[src/rtl/branch_unit_pkg.sv]
// Shared FSM encodings and branch condition codes for branch_unit and its bench.
package branch_unit_pkg;

  typedef enum logic [1:0] {
    ST_IDLE   = 2'd0,
    ST_EVAL   = 2'd1,
    ST_UPDATE = 2'd2
  } state_t;

  localparam logic [2:0] COND_B  = 3'b000;
  localparam logic [2:0] COND_EQ = 3'b001;
  localparam logic [2:0] COND_NE = 3'b010;
  localparam logic [2:0] COND_LT = 3'b011;
  localparam logic [2:0] COND_LE = 3'b100;
  localparam logic [2:0] COND_BL = 3'b111;

  // Bit positions inside the {Z,V,N} status word.
  localparam int ST_Z = 2;
  localparam int ST_V = 1;
  localparam int ST_N = 0;

endpackage

[src/rtl/branch_unit_cond.sv]
// Combinational branch-condition decode against {Z,V,N}; cond 111 is
// branch-and-link only when BRANCH_LINK_EN is defined, otherwise unsupported.
module cond_eval
  import branch_unit_pkg::*;
(
  input  logic [2:0] cond,
  input  logic [2:0] status,
  output logic       take,
  output logic       bad
);

  logic w_z;
  logic w_v;
  logic w_n;

  assign w_z = status[ST_Z];
  assign w_v = status[ST_V];
  assign w_n = status[ST_N];

  always_comb begin
    take = 1'b0;
    bad  = 1'b0;
    case (cond)
      COND_B:  take = 1'b1;
      COND_EQ: take = w_z;
      COND_NE: take = ~w_z;
      COND_LT: take = w_n ^ w_v;
      COND_LE: take = (w_n ^ w_v) | w_z;
`ifdef BRANCH_LINK_EN
      COND_BL: take = 1'b1;
`endif
      default: bad = 1'b1;
    endcase
  end

endmodule

[src/rtl/branch_unit.sv]
// Three-state branch unit (IDLE/EVAL/UPDATE) owning pc and the {Z,V,N} status.
// Optional link register output lr when BRANCH_LINK_EN is defined.
module branch_unit
  import branch_unit_pkg::*;
#(
  parameter int PC_W  = 9,
  parameter int OFF_W = 8
) (
  input  logic             clk,
  input  logic             reset,
  input  logic             load_s,
  input  logic [2:0]       z_in,
  input  logic             start,
  input  logic [2:0]       cond,
  input  logic [OFF_W-1:0] imm,
  input  logic             pc_inc,
  output logic [PC_W-1:0]  pc,
  output logic [2:0]       status,
  output logic             taken,
  output logic             illegal,
`ifdef BRANCH_LINK_EN
  output logic [PC_W-1:0]  lr,
`endif
  output logic             done
);

  state_t           r_state;
  state_t           w_state_nxt;
  logic [2:0]       r_cond;
  logic [OFF_W-1:0] r_imm;
  logic [PC_W-1:0]  r_pc;
  logic [2:0]       r_status;
  logic             r_taken;
  logic             r_illegal;
  logic             r_done;

  logic             w_accept;
  logic             w_eval;
  logic             w_update;
  logic             w_inc;
  logic             w_take;
  logic             w_bad;
  logic [PC_W-1:0]  w_pc_seq;
  logic [PC_W-1:0]  w_off;

  cond_eval u_cond_eval (
    .cond   (r_cond),
    .status (r_status),
    .take   (w_take),
    .bad    (w_bad)
  );

  always_ff @(posedge clk or posedge reset) begin
    if (reset) r_state <= ST_IDLE;
    else       r_state <= w_state_nxt;
  end

  always_comb begin
    w_state_nxt = r_state;
    case (r_state)
      ST_IDLE:   if (start) w_state_nxt = ST_EVAL;
      ST_EVAL:   w_state_nxt = ST_UPDATE;
      ST_UPDATE: w_state_nxt = ST_IDLE;
      default:   w_state_nxt = ST_IDLE;
    endcase
  end

  // start wins over pc_inc; both are ignored outside IDLE.
  always_comb begin
    w_accept = 1'b0;
    w_eval   = 1'b0;
    w_update = 1'b0;
    w_inc    = 1'b0;
    case (r_state)
      ST_IDLE: begin
        w_accept = start;
        w_inc    = pc_inc & ~start;
      end
      ST_EVAL:   w_eval   = 1'b1;
      ST_UPDATE: w_update = 1'b1;
      default:   ;
    endcase
  end

  assign w_pc_seq = r_pc + PC_W'(1);
  assign w_off    = PC_W'($signed(r_imm));

  always_ff @(posedge clk or posedge reset) begin
    if (reset) begin
      r_cond    <= '0;
      r_imm     <= '0;
      r_pc      <= '0;
      r_status  <= '0;
      r_taken   <= 1'b0;
      r_illegal <= 1'b0;
      r_done    <= 1'b0;
    end else begin
      if (load_s) r_status <= z_in;
      if (w_accept) begin
        r_cond <= cond;
        r_imm  <= imm;
      end
      if (w_eval) begin
        r_taken   <= w_take;
        r_illegal <= w_bad;
      end
      if (w_update)   r_pc <= r_taken ? (w_pc_seq + w_off) : w_pc_seq;
      else if (w_inc) r_pc <= w_pc_seq;
      r_done <= w_update;
    end
  end

`ifdef BRANCH_LINK_EN
  logic [PC_W-1:0] r_lr;

  always_ff @(posedge clk or posedge reset) begin
    if (reset)                              r_lr <= '0;
    else if (w_update && r_cond == COND_BL) r_lr <= w_pc_seq;
  end

  assign lr = r_lr;
`endif

  assign pc      = r_pc;
  assign status  = r_status;
  assign taken   = r_taken;
  assign illegal = r_illegal;
  assign done    = r_done;

endmodule
[config.mk]
export PLATFORM = sky130hd
export DESIGN_NAME = branch_unit
export DESIGN_NICKNAME = d
export VERILOG_FILES = /design/src/rtl/branch_unit_pkg.sv /design/src/rtl/branch_unit_cond.sv /design/src/rtl/branch_unit.sv
export SDC_FILE = /design/constraint.sdc
export NUM_CORES = 1
export LEC_CHECK = 0
export CAP_MARGIN = 20
export CELL_PAD_IN_SITES_DETAIL_PLACEMENT = 0
export CELL_PAD_IN_SITES_GLOBAL_PLACEMENT = 1
export CORE_MARGIN = 5
export CORE_UTILIZATION = 40
export DETAILED_ROUTE_END_ITERATION = 7
export GPL_TIMING_DRIVEN = 0
export HOLD_SLACK_MARGIN = 0.12
export PLACE_DENSITY_LB_ADDON = 0.1
export SYNTH_ARGS = -nofsm -noshare
export SYNTH_HDL_FRONTEND = slang
export SYNTH_SLANG_ARGS = --single-unit
[constraint.sdc]
create_clock -name clk -period 4 [get_ports clk]
set_input_delay 0.6 -clock clk [delete_from_list [all_inputs] [get_ports clk]]
set_output_delay 0.6 -clock clk [all_outputs]
set_load 0.02 [all_outputs]
## After elaboration in Yosys (flattened, before gate mapping)

Index checks and enable logic that the tools add are counted.

| storage, ports and cells | value |
|---|---|
| logic and storage cells | 37 |
| bits in registers | 28 |

| cells by class | value |
|---|---|
| $add $sub $neg | 2 |
| bitwise gates (word level) | 5 |
| reduce and logical (&&, ||, !) cells | 4 |
| equal/unequal tests | 7 |
| multiplexer cells | 11 |

Operators by type and width:

| kind | number |
|---|---|
| $mux W9 | 3 |
| $add A9 B1 Y9 const B | 1 |
| $add A9 B9 Y9 | 1 |
| $eq A3 B2 Y1 const B | 2 |
| $mux W1 | 5 |
| $pmux W1 S5 | 1 |
| $reduce_or A5 Y1 | 1 |
| $pmux W2 S2 | 1 |
| $eq A3 B1 Y1 const B | 1 |
| $eq A3 B3 Y1 const B | 1 |
| $logic_not A3 Y1 | 1 |
| $eq A2 B1 Y1 const B | 1 |
| $eq A2 B2 Y1 const B | 1 |
| $logic_not A2 Y1 | 1 |
| $mux W2 | 1 |
| $ne A2 B2 Y1 const B | 1 |
| $not A1 Y1 | 2 |
| $reduce_bool A2 Y1 | 1 |
| $and A1 B1 Y1 | 1 |
| $or A1 B1 Y1 | 1 |
| $xor A1 B1 Y1 | 1 |

## Logic depth before layout (Yosys ltp)

| depth | value |
|---|---|
| depth after elaboration | 5 |
| gate-level depth with buffers | 11 |
| gate-level depth less buffers | 11 |

## By module

Synthesis repeated with hierarchy kept, for this count alone.

| second synthesis, totals | value |
|---|---|
| cells, all modules | 165 |
| area, all modules | 1667.8 um^2 |

By module, submodules not included:

| module | area an instance (um^2) | instances | cells each |
|---|---|---|---|
| branch_unit | 1616.6 | 1 | 156 |
| cond_eval | 51.3 | 1 | 9 |

## Worst setup path before layout

No wires, ideal clock.

| path | value |
|---|---|
| path type | reg2reg |
| from | register r_pc[0] (netlist: pc[0]) |
| to | register r_pc[8] (netlist: pc[8]) |
| buffers on the path | 0 |
| path slack | 1.476 ns |
| arrival | 2.405 ns |
| required time | 3.881 ns |
| setup time | 0.119 ns |
| period minus slack after synthesis | 2.524 ns |
| cell stages (with the launch flop) | 11 |
| path through | dfrtp_1 -> and3_1 -> and3_1 -> nand3_1 -> xnor2_1 -> ha_1 -> a2111o_1 -> o22ai_1 -> mux2i_1 -> a21o_1 -> nand2_1 |

| on the way | value |
|---|---|
| cells in the longest elaborated chain, start to end | 4 |
| elaborated cells on any way between the ends | 5 |
| those cells by class | add/sub: 2; mux: 3 |

Ends and longest elaborated chain:

| what | line | source |
|---|---|---|
| start, declared | branch_unit.sv:31 | `logic [PC_W-1:0] r_pc;` |
| start signal, assigned | branch_unit.sv:107 | `if (w_update) r_pc <= r_taken ? (w_pc_seq + w_off) : w_pc_seq;` |
| start signal, assigned | branch_unit.sv:108 | `else if (w_inc) r_pc <= w_pc_seq;` |
| $add A9 B1 Y9 (*) | branch_unit.sv:85 | `assign w_pc_seq = r_pc + PC_W'(1);` |
| $add A9 B9 Y9 | branch_unit.sv:107 |  |
| $mux W9 | branch_unit.sv:107 |  |
| $mux W9 (*) | branch_unit.sv:107 |  |

Mark *: on every way between the ends. The rest lies on a longest branch, timed or not. The select of a mux whose other input is x is not followed.
A chain may end at the register's enable or synchronous reset.

## Worst setup path in the final report

Ends and elaborated chain as after synthesis.

==> results.md <==
- The flow ran to the end, and the final reports show no timing, DRC or antenna violations.
- The overflow left after global routing is 0.
- For this configuration, the core starts out at a cell density of 0.404.
- The final hold violation count is 0.
- Along the worst path, the maximum fanout reaches 7.
- The count of unresolved DRC violations after routing is 0.
- After clock tree synthesis, the clock-pin slew on the worst setup and hold paths is 0.11 ns.
- For this run, the register share of the synthesized area comes to 0.404.
- The total iterations of the first detailed-routing run is 4.
- The initial antenna violation count is 0.
- Measured on the finished design, the core utilization comes to 0.519.
- The total vias in the final route is 1,411.
- From left edge to right edge, the die measures 75.9 microns.
- The die is 75.9 microns tall.
- The number of gates resized after cts is 0.
- The number of buffers created by CTS is 3.
- The mean instance size in the synthesized netlist is 9.97 sq um.
- After technology mapping, the gate count stands at 174.
- The library cells used most frequently in the layout, excluding fill and tap cells, are 33 x sky130_fd_sc_hd__clkdlybuf4s50_1, 28 x sky130_fd_sc_hd__dfrtp_1, 15 x sky130_fd_sc_hd__o21ai_0.
- Derived from the worst setup path, the maximum achievable clock frequency is 0.374 GHz.
- The region available for standard cell placement spans 4290 sq um.
- The pin slew with the least headroom to its limit is 0.466 ns.
- Dividing the detail-routed via count by the number of cells gives 5.34.
- The required time reported for the critical path endpoint is 4.18 ns.
- The final critical-path share of the clock period is 0.669.
- The final setup skew is 0.0104 ns.
- The buffer levels on the longest clock path is 2.
- The worst-skew pair later-pin latency is 0.28 ns.
- The number of nets in the synthesized netlist is 204.
- Setup repair after global routing left no endpoint under its margin.
- From synthesis to final layout, the design area changed by 28.5%.
- The H-tree depth is 1.
- The data arrival time of the critical path is 2.86 ns.
- The area of the mapped netlist is 1740 sq um.
- The library cell used most frequently in the layout, excluding fill and tap cells, is sky130_fd_sc_hd__clkdlybuf4s50_1.
- TritonCTS built the clock tree.
- The number of hold-repair buffers added at the cts stage is 0.
- Across every metal layer, demand over resource in global routing totals 0.146.
- The number of antenna diodes in the final layout is 0.
- Of the cells placed in the final design, the portion with a size suffix greater than 1 is 0.127.
- The worst-case register-to-register setup slack is 1.32 ns.
- The via count of the first global-routing pass is 1,353.
- Measured against its own limit, the worst slew margin works out to 0.689.
- Counting every sink on the clock net gives 28.
- The worst setup slack after placement is 1.37 ns.
- The smallest clock period supported by the final layout is computed as 2.68 ns.
- Clock tree synthesis selected as its root buffer the cell sky130_fd_sc_hd__clkbuf_8.
- The number of maximum-capacitance constraint violations is 0.
- The number of nets with antenna violations after detailed routing is 0.
- The analysis attributes to cell leakage a power of 0.946 nW.
- At the end of routability-driven placement, the weighted congestion stood at 0.773.
- During synthesis, Yosys emitted a total of 0 warnings.
- The number of max-slew violations in the final report is 0.
- The total length of routed wires is 3970 microns.
- The count of cell types in the netlist is 43.
- After detailed routing, the average wire length per cell comes to 15.1 microns.
- The synthesized design contains 0 enable-type register cells.
- The buffer count from post-CTS setup fixing is 0.
- After synthesis the netlist holds a flip-flop and latch count of 28.
- The total of endpoints with negative setup slack in the final report is 0.
- The full die area is 5760 sq um.
- For this block, the initial DRC count from the detailed router was 35.
- For this design the ratio of total power to cell area is 686 nW/um^2.
- Summed over all nets, the half-perimeter wirelength after detailed placement is 3090 microns.
- After layout, the worst setup slack is 1.32 ns.
- Input and output buffers added on the ports amount to 33.
- For the final routed database, the setup TNS stands at 0 ns.
- The wire length of the first global-routing pass is 6320 microns.
- The post-synthesis async set-or-reset flop share is 1.00.
- The kind of path behind the tightest hold check is flop to flop.
- The worst-case IR drop observed on VDD is 0.228 mV.
- The count of boundary I/O pins is 34.
- The sort of element at the start of the critical path is a flop.
- The worst setup path is captured at a flop.
- For this run, the post-layout net count is 243.
- The hold slack is 0.499 ns.
- Entering global routing, the biggest net connects 29 pins.
- The critical path is of the flop to flop type.
- For this run, the leading register cell type out of synthesis is sky130_fd_sc_hd__dfrtp_1.
- Row generation in the floorplan step produced 24 rows.
kinds of logic (layout without fill, tap and decap cells):
kind of cell | after synthesis | count (layout) | share of synthesized area
xor+xnor | 10 | 10 | 0.0505
flops | 28 | 28 | 0.404
simple gates | 51 | 51 | 0.167
fa+ha+maj | 11 | 11 | 0.0836
mux | 15 | 15 | 0.0966
compound gates | 47 | 47 | 0.167
buf+inv | 12 | 50 | 0.0317
path summary, 6_finish.rpt:
| kind | cells past startpoint | to | from |
|---|---|---|---|
| worst max-delay path | 10 | pc[8] | pc[0] |
| worst min-delay path | 2 | illegal | illegal |
| worst max register to register | 10 | pc[8] | pc[0] |
| worst min register to register | 2 | illegal | illegal |
| max in group asynchronous | 3 | r_imm[3] | reset |
| min in group asynchronous | 2 | pc[5] | reset |
layout make-up:
type	instances	area, sq um
Tap cell	52	65.1
Sequential cell	28	701
Timing Repair Buffer	34	358
Inverter	8	30.0
Multi-Input combinational cell	134	980
Clock inverter	1	30.0
Buffer	4	25.0
Fill cell	400	2060
Clock buffer	3	41.3
worst max-delay path: stages, from the launching register on:
cell and delay, ns:
sky130_fd_sc_hd__dfrtp_1 0.48, sky130_fd_sc_hd__and3_1 0.23, sky130_fd_sc_hd__and3_1 0.21, sky130_fd_sc_hd__nand3_1 0.12, sky130_fd_sc_hd__xnor2_1 0.16, sky130_fd_sc_hd__ha_1 0.31, sky130_fd_sc_hd__a2111o_1 0.41, sky130_fd_sc_hd__o22ai_1 0.19
sky130_fd_sc_hd__mux2i_1 0.31, sky130_fd_sc_hd__a21o_1 0.12, sky130_fd_sc_hd__nand2_1 0.04
routing by layer:
| layer | vias up | global-route usage | share of wire |
|---|---|---|---|
| li1 | 702 | - | - |
| met5 | - | 0 | 0 |
| met4 | 0 | 0.0408 | 0.0073 |
| met3 | 2 | 0.0303 | 0.043 |
| met1 | 678 | 0.179 | 0.45 |
| met2 | 29 | 0.258 | 0.50 |
cells in the mapped netlist, types with 2 or more instances:
cell type / instances / area (sq um)
sky130_fd_sc_hd__and3_4: 2 / 22.5
sky130_fd_sc_hd__a31oi_1: 4 / 25.0
sky130_fd_sc_hd__o21a_1: 2 / 15.0
sky130_fd_sc_hd__mux2_2: 13 / 146
sky130_fd_sc_hd__nor3_1: 6 / 30.0
sky130_fd_sc_hd__or2b_1: 2 / 15.0
sky130_fd_sc_hd__xnor2_1: 6 / 52.6
sky130_fd_sc_hd__nand2b_1: 3 / 18.8
sky130_fd_sc_hd__inv_1: 8 / 30.0
sky130_fd_sc_hd__dfrtp_1: 28 / 701
sky130_fd_sc_hd__o22ai_1: 3 / 18.8
sky130_fd_sc_hd__a21o_1: 4 / 30.0
sky130_fd_sc_hd__nor2b_1: 3 / 18.8
sky130_fd_sc_hd__xor2_1: 4 / 35.0
sky130_fd_sc_hd__a21oi_1: 9 / 45.0
sky130_fd_sc_hd__ha_1: 10 / 125
sky130_fd_sc_hd__o21ai_1: 2 / 10.0
sky130_fd_sc_hd__buf_2: 2 / 10.0
sky130_fd_sc_hd__nand3_1: 6 / 30.0
sky130_fd_sc_hd__and3_1: 4 / 25.0
sky130_fd_sc_hd__o21ai_0: 15 / 75.1
sky130_fd_sc_hd__nand2_1: 11 / 41.3
sky130_fd_sc_hd__nor2_1: 7 / 26.3
stage by stage:
step	cells	cell area [sq um]	total power [W]
final	264	2230	0.00153
after global placement	259	2130	0.00128
after CTS	263	2200	0.00154
after floorplan	174	1740	0.00104
after global routing	264	2230	0.00165
after detailed placement	259	2130	0.00130
registers in the layout, indices dropped and copies added (netlist names):
signal	flops
pc	9
r_imm	8
r_cond	3
status	3
r_state	2
done	1
illegal	1
taken	1
power breakdown:
part / internal, W / total [W] / leakage [nW] / switching [W]
sequential: 0.000368 / 0.000479 / 0.332 / 0.000111
clock: 0.000134 / 0.000228 / 0.0357 / 0.0000943
combinational: 0.000406 / 0.000822 / 0.579 / 0.000417
No activity file was read; power rests on OpenSTA's default activity.
